[config.mk]
export PLATFORM = sky130hd
export DESIGN_NAME = apb_master_nslv
export DESIGN_NICKNAME = d
export VERILOG_FILES = /design/src/rtl/apb_pkg.sv /design/src/rtl/apb_addr_decoder.sv /design/src/rtl/apb_master_nslv.sv
export SDC_FILE = /design/constraint.sdc
export NUM_CORES = 1
export LEC_CHECK = 0
export BUFFER_PORTS_ARGS = -buffer_cell sky130_fd_sc_hd__buf_2
export CAP_MARGIN = 30
export CORE_ASPECT_RATIO = 1.75
export CORE_UTILIZATION = 25
export CTS_CLUSTER_SIZE = 30
export DETAILED_ROUTE_END_ITERATION = 6
export PLACE_DENSITY = 0.48
export SYNTH_ARGS = -nofsm -noshare
export SYNTH_HDL_FRONTEND = slang
export SYNTH_HIERARCHICAL = 1
export SYNTH_SLANG_ARGS = --single-unit
[constraint.sdc]
create_clock -name PCLK -period 1.9 [get_ports PCLK]
set_input_delay 0.19 -clock PCLK [delete_from_list [all_inputs] [get_ports PCLK]]
set_output_delay 0.19 -clock PCLK [all_outputs]
set_load 0.05 [all_outputs]
[src/rtl/apb_pkg.sv]
// Shared definitions for the multi-slave APB master: FSM state encoding and
// default parameter values.
package apb_pkg;

  typedef enum logic [1:0] {
    IDLE   = 2'd0,
    SETUP  = 2'd1,
    ACCESS = 2'd2
  } apb_state_e;

  localparam int APB_ADDR_WIDTH     = 32;
  localparam int APB_DATA_WIDTH     = 32;
  localparam int APB_NUM_SLAVES     = 4;
  localparam int APB_SLV_ADDR_BITS  = 12;
  localparam int APB_TIMEOUT_CYCLES = 16;

endpackage

[src/rtl/apb_addr_decoder.sv]
// Combinational address decoder: maps an address onto a one-hot slave select
// (each slave owns a 2^SLV_ADDR_BITS byte region) and flags unmapped addresses.
module apb_addr_decoder
  import apb_pkg::*;
#(
  parameter int ADDR_WIDTH    = APB_ADDR_WIDTH,
  parameter int NUM_SLAVES    = APB_NUM_SLAVES,
  parameter int SLV_ADDR_BITS = APB_SLV_ADDR_BITS
) (
  input  logic [ADDR_WIDTH-1:0] addr,
  output logic [NUM_SLAVES-1:0] sel,
  output logic                  dec_err
);

  logic [ADDR_WIDTH-1:0] idx;

  always_comb begin
    idx     = addr >> SLV_ADDR_BITS;
    dec_err = (idx >= ADDR_WIDTH'(NUM_SLAVES));
    sel     = '0;
    for (int i = 0; i < NUM_SLAVES; i++) begin
      sel[i] = (idx == ADDR_WIDTH'(i));
    end
  end

endmodule

[src/rtl/apb_master_nslv.sv]
// APB master driving NUM_SLAVES PSEL lines with IDLE/SETUP/ACCESS sequencing.
// Optional ACCESS wait-state timeout is enabled by defining APB_TIMEOUT_EN.
module apb_master_nslv
  import apb_pkg::*;
#(
  parameter int ADDR_WIDTH     = APB_ADDR_WIDTH,
  parameter int DATA_WIDTH     = APB_DATA_WIDTH,
  parameter int NUM_SLAVES     = APB_NUM_SLAVES,
  parameter int SLV_ADDR_BITS  = APB_SLV_ADDR_BITS,
  parameter int TIMEOUT_CYCLES = APB_TIMEOUT_CYCLES
) (
  input  logic                             PCLK,
  input  logic                             PRESETn,
  input  logic                             transfer,
  input  logic                             write_read,
  input  logic [ADDR_WIDTH-1:0]            addr_in,
  input  logic [DATA_WIDTH-1:0]            wdata_in,
  input  logic [DATA_WIDTH/8-1:0]          strb_in,
  input  logic [NUM_SLAVES*DATA_WIDTH-1:0] PRDATA,
  input  logic [NUM_SLAVES-1:0]            PREADY,
  input  logic [NUM_SLAVES-1:0]            PSLVERR,
  output logic [ADDR_WIDTH-1:0]            PADDR,
  output logic [NUM_SLAVES-1:0]            PSEL,
  output logic                             PENABLE,
  output logic                             PWRITE,
  output logic [DATA_WIDTH-1:0]            PWDATA,
  output logic [DATA_WIDTH/8-1:0]          PSTRB,
  output logic [DATA_WIDTH-1:0]            rdata_out,
  output logic                             transfer_done,
  output logic                             error,
  output logic                             busy
);

  apb_state_e state, state_nxt;

  logic [NUM_SLAVES-1:0] dec_sel;
  logic                  dec_err;
  logic                  armed;
  logic                  capture;
  logic                  finish_ok;
  logic                  dec_fail;
  logic                  sel_ready;
  logic                  sel_slverr;
  logic [DATA_WIDTH-1:0] sel_rdata;

  apb_addr_decoder #(
    .ADDR_WIDTH   (ADDR_WIDTH),
    .NUM_SLAVES   (NUM_SLAVES),
    .SLV_ADDR_BITS(SLV_ADDR_BITS)
  ) u_dec (
    .addr   (addr_in),
    .sel    (dec_sel),
    .dec_err(dec_err)
  );

  // PSEL is one-hot, so masking with it ignores every unselected slave.
  assign sel_ready  = |(PREADY & PSEL);
  assign sel_slverr = |(PSLVERR & PSEL);

  always_comb begin
    sel_rdata = '0;
    for (int i = 0; i < NUM_SLAVES; i++) begin
      if (PSEL[i]) sel_rdata = PRDATA[i*DATA_WIDTH +: DATA_WIDTH];
    end
  end

  assign PENABLE = (state == ACCESS);
  assign busy    = (state != IDLE);

`ifdef APB_TIMEOUT_EN
  localparam int TMO_W = $clog2(TIMEOUT_CYCLES + 1);
  logic [TMO_W-1:0] tmo_cnt;
  logic             tmo_hit;
`endif

  always_comb begin
    state_nxt = state;
    capture   = 1'b0;
    finish_ok = 1'b0;
    dec_fail  = 1'b0;
`ifdef APB_TIMEOUT_EN
    tmo_hit   = 1'b0;
`endif
    unique case (state)
      IDLE: begin
        // armed holds off any new command until the second edge after reset.
        if (armed && transfer) begin
          if (dec_err) begin
            dec_fail = 1'b1;
          end else begin
            capture   = 1'b1;
            state_nxt = SETUP;
          end
        end
      end
      SETUP: state_nxt = ACCESS;
      ACCESS: begin
        if (sel_ready) begin
          finish_ok = 1'b1;
          if (transfer && !dec_err) begin
            capture   = 1'b1;
            state_nxt = SETUP;
          end else begin
            state_nxt = IDLE;
          end
        end
`ifdef APB_TIMEOUT_EN
        else if (tmo_cnt == TMO_W'(TIMEOUT_CYCLES - 1)) begin
          tmo_hit   = 1'b1;
          state_nxt = IDLE;
        end
`endif
      end
      default: state_nxt = IDLE;
    endcase
  end

  always_ff @(posedge PCLK or negedge PRESETn) begin
    if (!PRESETn) begin
      state         <= IDLE;
      armed         <= 1'b0;
      PADDR         <= '0;
      PSEL          <= '0;
      PWRITE        <= 1'b0;
      PWDATA        <= '0;
      PSTRB         <= '0;
      rdata_out     <= '0;
      transfer_done <= 1'b0;
      error         <= 1'b0;
    end else begin
      state         <= state_nxt;
      armed         <= 1'b1;
      transfer_done <= 1'b0;
      if (capture) begin
        PADDR  <= addr_in;
        PSEL   <= dec_sel;
        PWRITE <= write_read;
        PWDATA <= wdata_in;
        PSTRB  <= write_read ? strb_in : '0;
      end else if (state_nxt == IDLE) begin
        PSEL <= '0;
      end
      if (finish_ok) begin
        transfer_done <= 1'b1;
        error         <= sel_slverr;
        if (!PWRITE) rdata_out <= sel_rdata;
      end
      if (dec_fail) begin
        transfer_done <= 1'b1;
        error         <= 1'b1;
      end
`ifdef APB_TIMEOUT_EN
      if (tmo_hit) begin
        transfer_done <= 1'b1;
        error         <= 1'b1;
      end
`endif
    end
  end

`ifdef APB_TIMEOUT_EN
  // Counts consecutive stalled ACCESS cycles; cleared whenever ACCESS ends.
  always_ff @(posedge PCLK or negedge PRESETn) begin
    if (!PRESETn) begin
      tmo_cnt <= '0;
    end else if (state == ACCESS && !sel_ready && !tmo_hit) begin
      tmo_cnt <= tmo_cnt + 1'b1;
    end else begin
      tmo_cnt <= '0;
    end
  end
`endif

endmodule
==> run metrics <==
status finished clean; Initial DRT Pass Iterations 4; Initial Utilization 25.4%; initial antenna violation count 1; met2 Usage GRT 29.3%; sequential area share after synthesis 53.6%; Worst EP required 2.14 ns; CP max stage cell mux2_4; critical path class input port to flip-flop; number of max-cap violations 0; CP dominant cell by count buf_12; largest net degree at the start of global routing 55; Post-route DRC 0; max-slew violations 0; Final WS setup 0.0876 ns; placed inst area 0.00720 mm²; Max Clk Rate 0.552 GHz; CTS tree done; syn_nets 606; RSZ-0062 raised after global routing false; Area Overhead vs Synth 47.3%; total die area 0.0212 mm²; Final TNS setup 0 ns; period utilisation layout 95.4%; synth warn 6; Slew HR 54.2%; CP bufs+invs 3; leak pwr 4.02 nW; Placer Congestion 0.785; worst-path cell chain buf_2, nor4_4, nand2_1, or2_1, nor2_1, o211ai_1, a21oi_4, buf_12, buf_12, mux2_4; Syn Inst Count 398; clk buf depth 2; Mapped Area 0.00514 mm²; crit path DAT 2.06 ns; DIE WIDTH 110 µm; first-pass GRT wire length 24700 µm; DP HPWL 13600 µm; Final nets 937; synthesized flop and latch total 110; vias in the first global route 4685; GRT Total Usage 16.0%; share of post-route cells with drive strength above 1 60.9%; met1 Usage GRT 16.9%; area leader, netlist dfrtp_1; Core Box Area 0.0202 mm²; Synth Area per Inst 12.9 µm²; GRT met3 Usage 2.78%; I/O pin count 317; root buffer cell clkbuf_16; clock-pin transition on the worst setup and hold timing paths 0.07 ns; most frequent cells in the layout 315 x buf_2, 107 x dfrtp_1, 51 x mux2_4; synth unique cells 37; final setup fails 0; Initial DRC Count 148; top-area cell type share of the netlist area 53.6%; number of CTS-inserted buffers 9; Place WS -0.372 ns; grt total ovfl 0; Hold Violations, Final 0; Die H 192 µm; CP top delay family simple AND/OR/NAND/NOR gates; row count 69; min Tclk post-route 1.81 ns; worst-path fanout max 15; Min-Delay Path Class input port to flip-flop; Final Cell Area 0.00757 mm²; antenna violation net count after detailed routing 0; Clk Latency, worst-skew pair 0.36 ns; slowest stage delay, CP 0.30 ns; crit end category flip-flop; top cells by area, synth dfrtp_1 54%, mux2_4 15%, a221oi_1 5.3%; most common cell after layout, fill and taps aside buf_2; PwrDens 619 mW/mm²; CTS Sinks 110; grt peak-use layer met2; drt wl/cell 17.6 µm; peak supply drop 0.632 mV; Worst Skew 0.00729 ns; vias post-DR 4633; Port Buffers 316; Worst setup SP type input port; Worst-Margin Slew 0.687 ns; DR vias/cell 4.71; CTS H-tree depth 3; drt total wl 17300 µm; Tot Pwr 4.69 mW
## sequential cells by signal, summed over array words and instances (netlist names)
| signal | count |
|---|---|
| PSTRB | 4 |
| PSEL | 4 |
| error | 1 |
| rdata_out | 32 |
| PADDR | 32 |
| state | 2 |
| transfer_done | 1 |
| PWDATA | 32 |
| PWRITE | 1 |
| armed | 1 |
## power by group
group,total (mW),internal [mW],switching (mW)
Sequential,2.34,2.34,0.000920
Combinational,0.334,0.184,0.150
Clock,2.01,1.16,0.851
## cell usage after synthesis
cell type  count
a211oi_1       2
a21o_1         1
a21oi_1        3
a21oi_2        1
a221oi_1      31
a22o_1         5
a22o_2         2
and3_1         1
buf_2          1
buf_4          3
buf_6          6
buf_8          4
clkbuf_1      17
clkbuf_2       1
conb_1         1
dfrtp_1      110
inv_1          9
mux2_2        14
mux2_4        51
mux2i_1        4
nand2_1       43
nand3_2        1
nand4_1        1
nor2_1         5
nor2_4         1
nor2b_1        3
nor3_1         1
nor4_1         4
nor4_2         2
nor4b_2        1
o211ai_1       1
o211ai_2       1
o21ai_0        1
o22ai_1       31
o31ai_1       32
or2_1          1
or2_2          2
## metal layers
metal / part of all wire [%] / up-vias / wire [µm]
met3: 5.4 / 38 / 925
met5: 0 / - / 0
met2: 55 / 213 / 9430
met1: 36 / 2214 / 6280
met4: 3.8 / 0 / 654
li1: - / 2168 / -
## per-stage QoR
step                      hold slack (ns)  util [%]  cells
after floorplan                    -0.106         -    398
after detailed placement           0.0801      35.6    961
after global routing               0.0416      37.5    983
final                              0.0598      37.5    983
after CTS                          0.0355      37.3    978
after global placement             0.0799      35.6    961
## final timing paths
path                       depth (start not counted)  slack, ns     startpoint       endpoint
setup / recovery                                  10       0.09    addr_in[21]     PWDATA[12]
setup reg to reg                                   6       0.14        PSEL[3]     PWDATA[11]
hold / removal                                     2       0.06   wdata_in[26]     PWDATA[26]
hold reg to reg                                    2       0.47  rdata_out[18]  rdata_out[18]
max in group asynchronous                          3       1.07        PRESETn   rdata_out[9]
min in group asynchronous                          2       0.24        PRESETn      PADDR[14]
## area by class of cell
| class | count | area (µm²) |
|---|---|---|
| Sequential cell | 110 | 2760 |
| Clock buffer | 11 | 233 |
| Tap cell | 248 | 310 |
| Antenna cell | 1 | 2.50 |
| Timing Repair Buffer | 352 | 1970 |
| Fill cell | 2052 | 12600 |
| Clock inverter | 5 | 81.3 |
| Multi-Input combinational cell | 247 | 2190 |
| Inverter | 9 | 33.8 |
## logic make-up (layout without fill, tap and decap cells)
kind of cell           after synthesis  after routing  synth area share, %
buffers and inverters               41            377                 5.01
flip-flops                         110            110                 53.6
multiplexers                        69             69                 18.7
AO/OA/AOI/OAI                      111            111                 16.4
other                                1              2               0.0730
AND/OR/NAND/NOR                     66             66                 6.26
## worst register-to-register path: stages, from the launching register on
cell and delay (ns):
dfrtp_2 0.47, a22o_2 0.30, nor2_4 0.16, a21oi_4 0.09, buf_12 0.17, buf_4 0.16, mux2_4 0.30
## timing repair
action	in CTS	in global routing
hold endpoints to repair	18	0
setup endpoints to repair	0	55
hold buffers	1	0
buffers inserted	0	4
gates resized for setup	0	2
No activity file was read; power rests on OpenSTA's default activity.
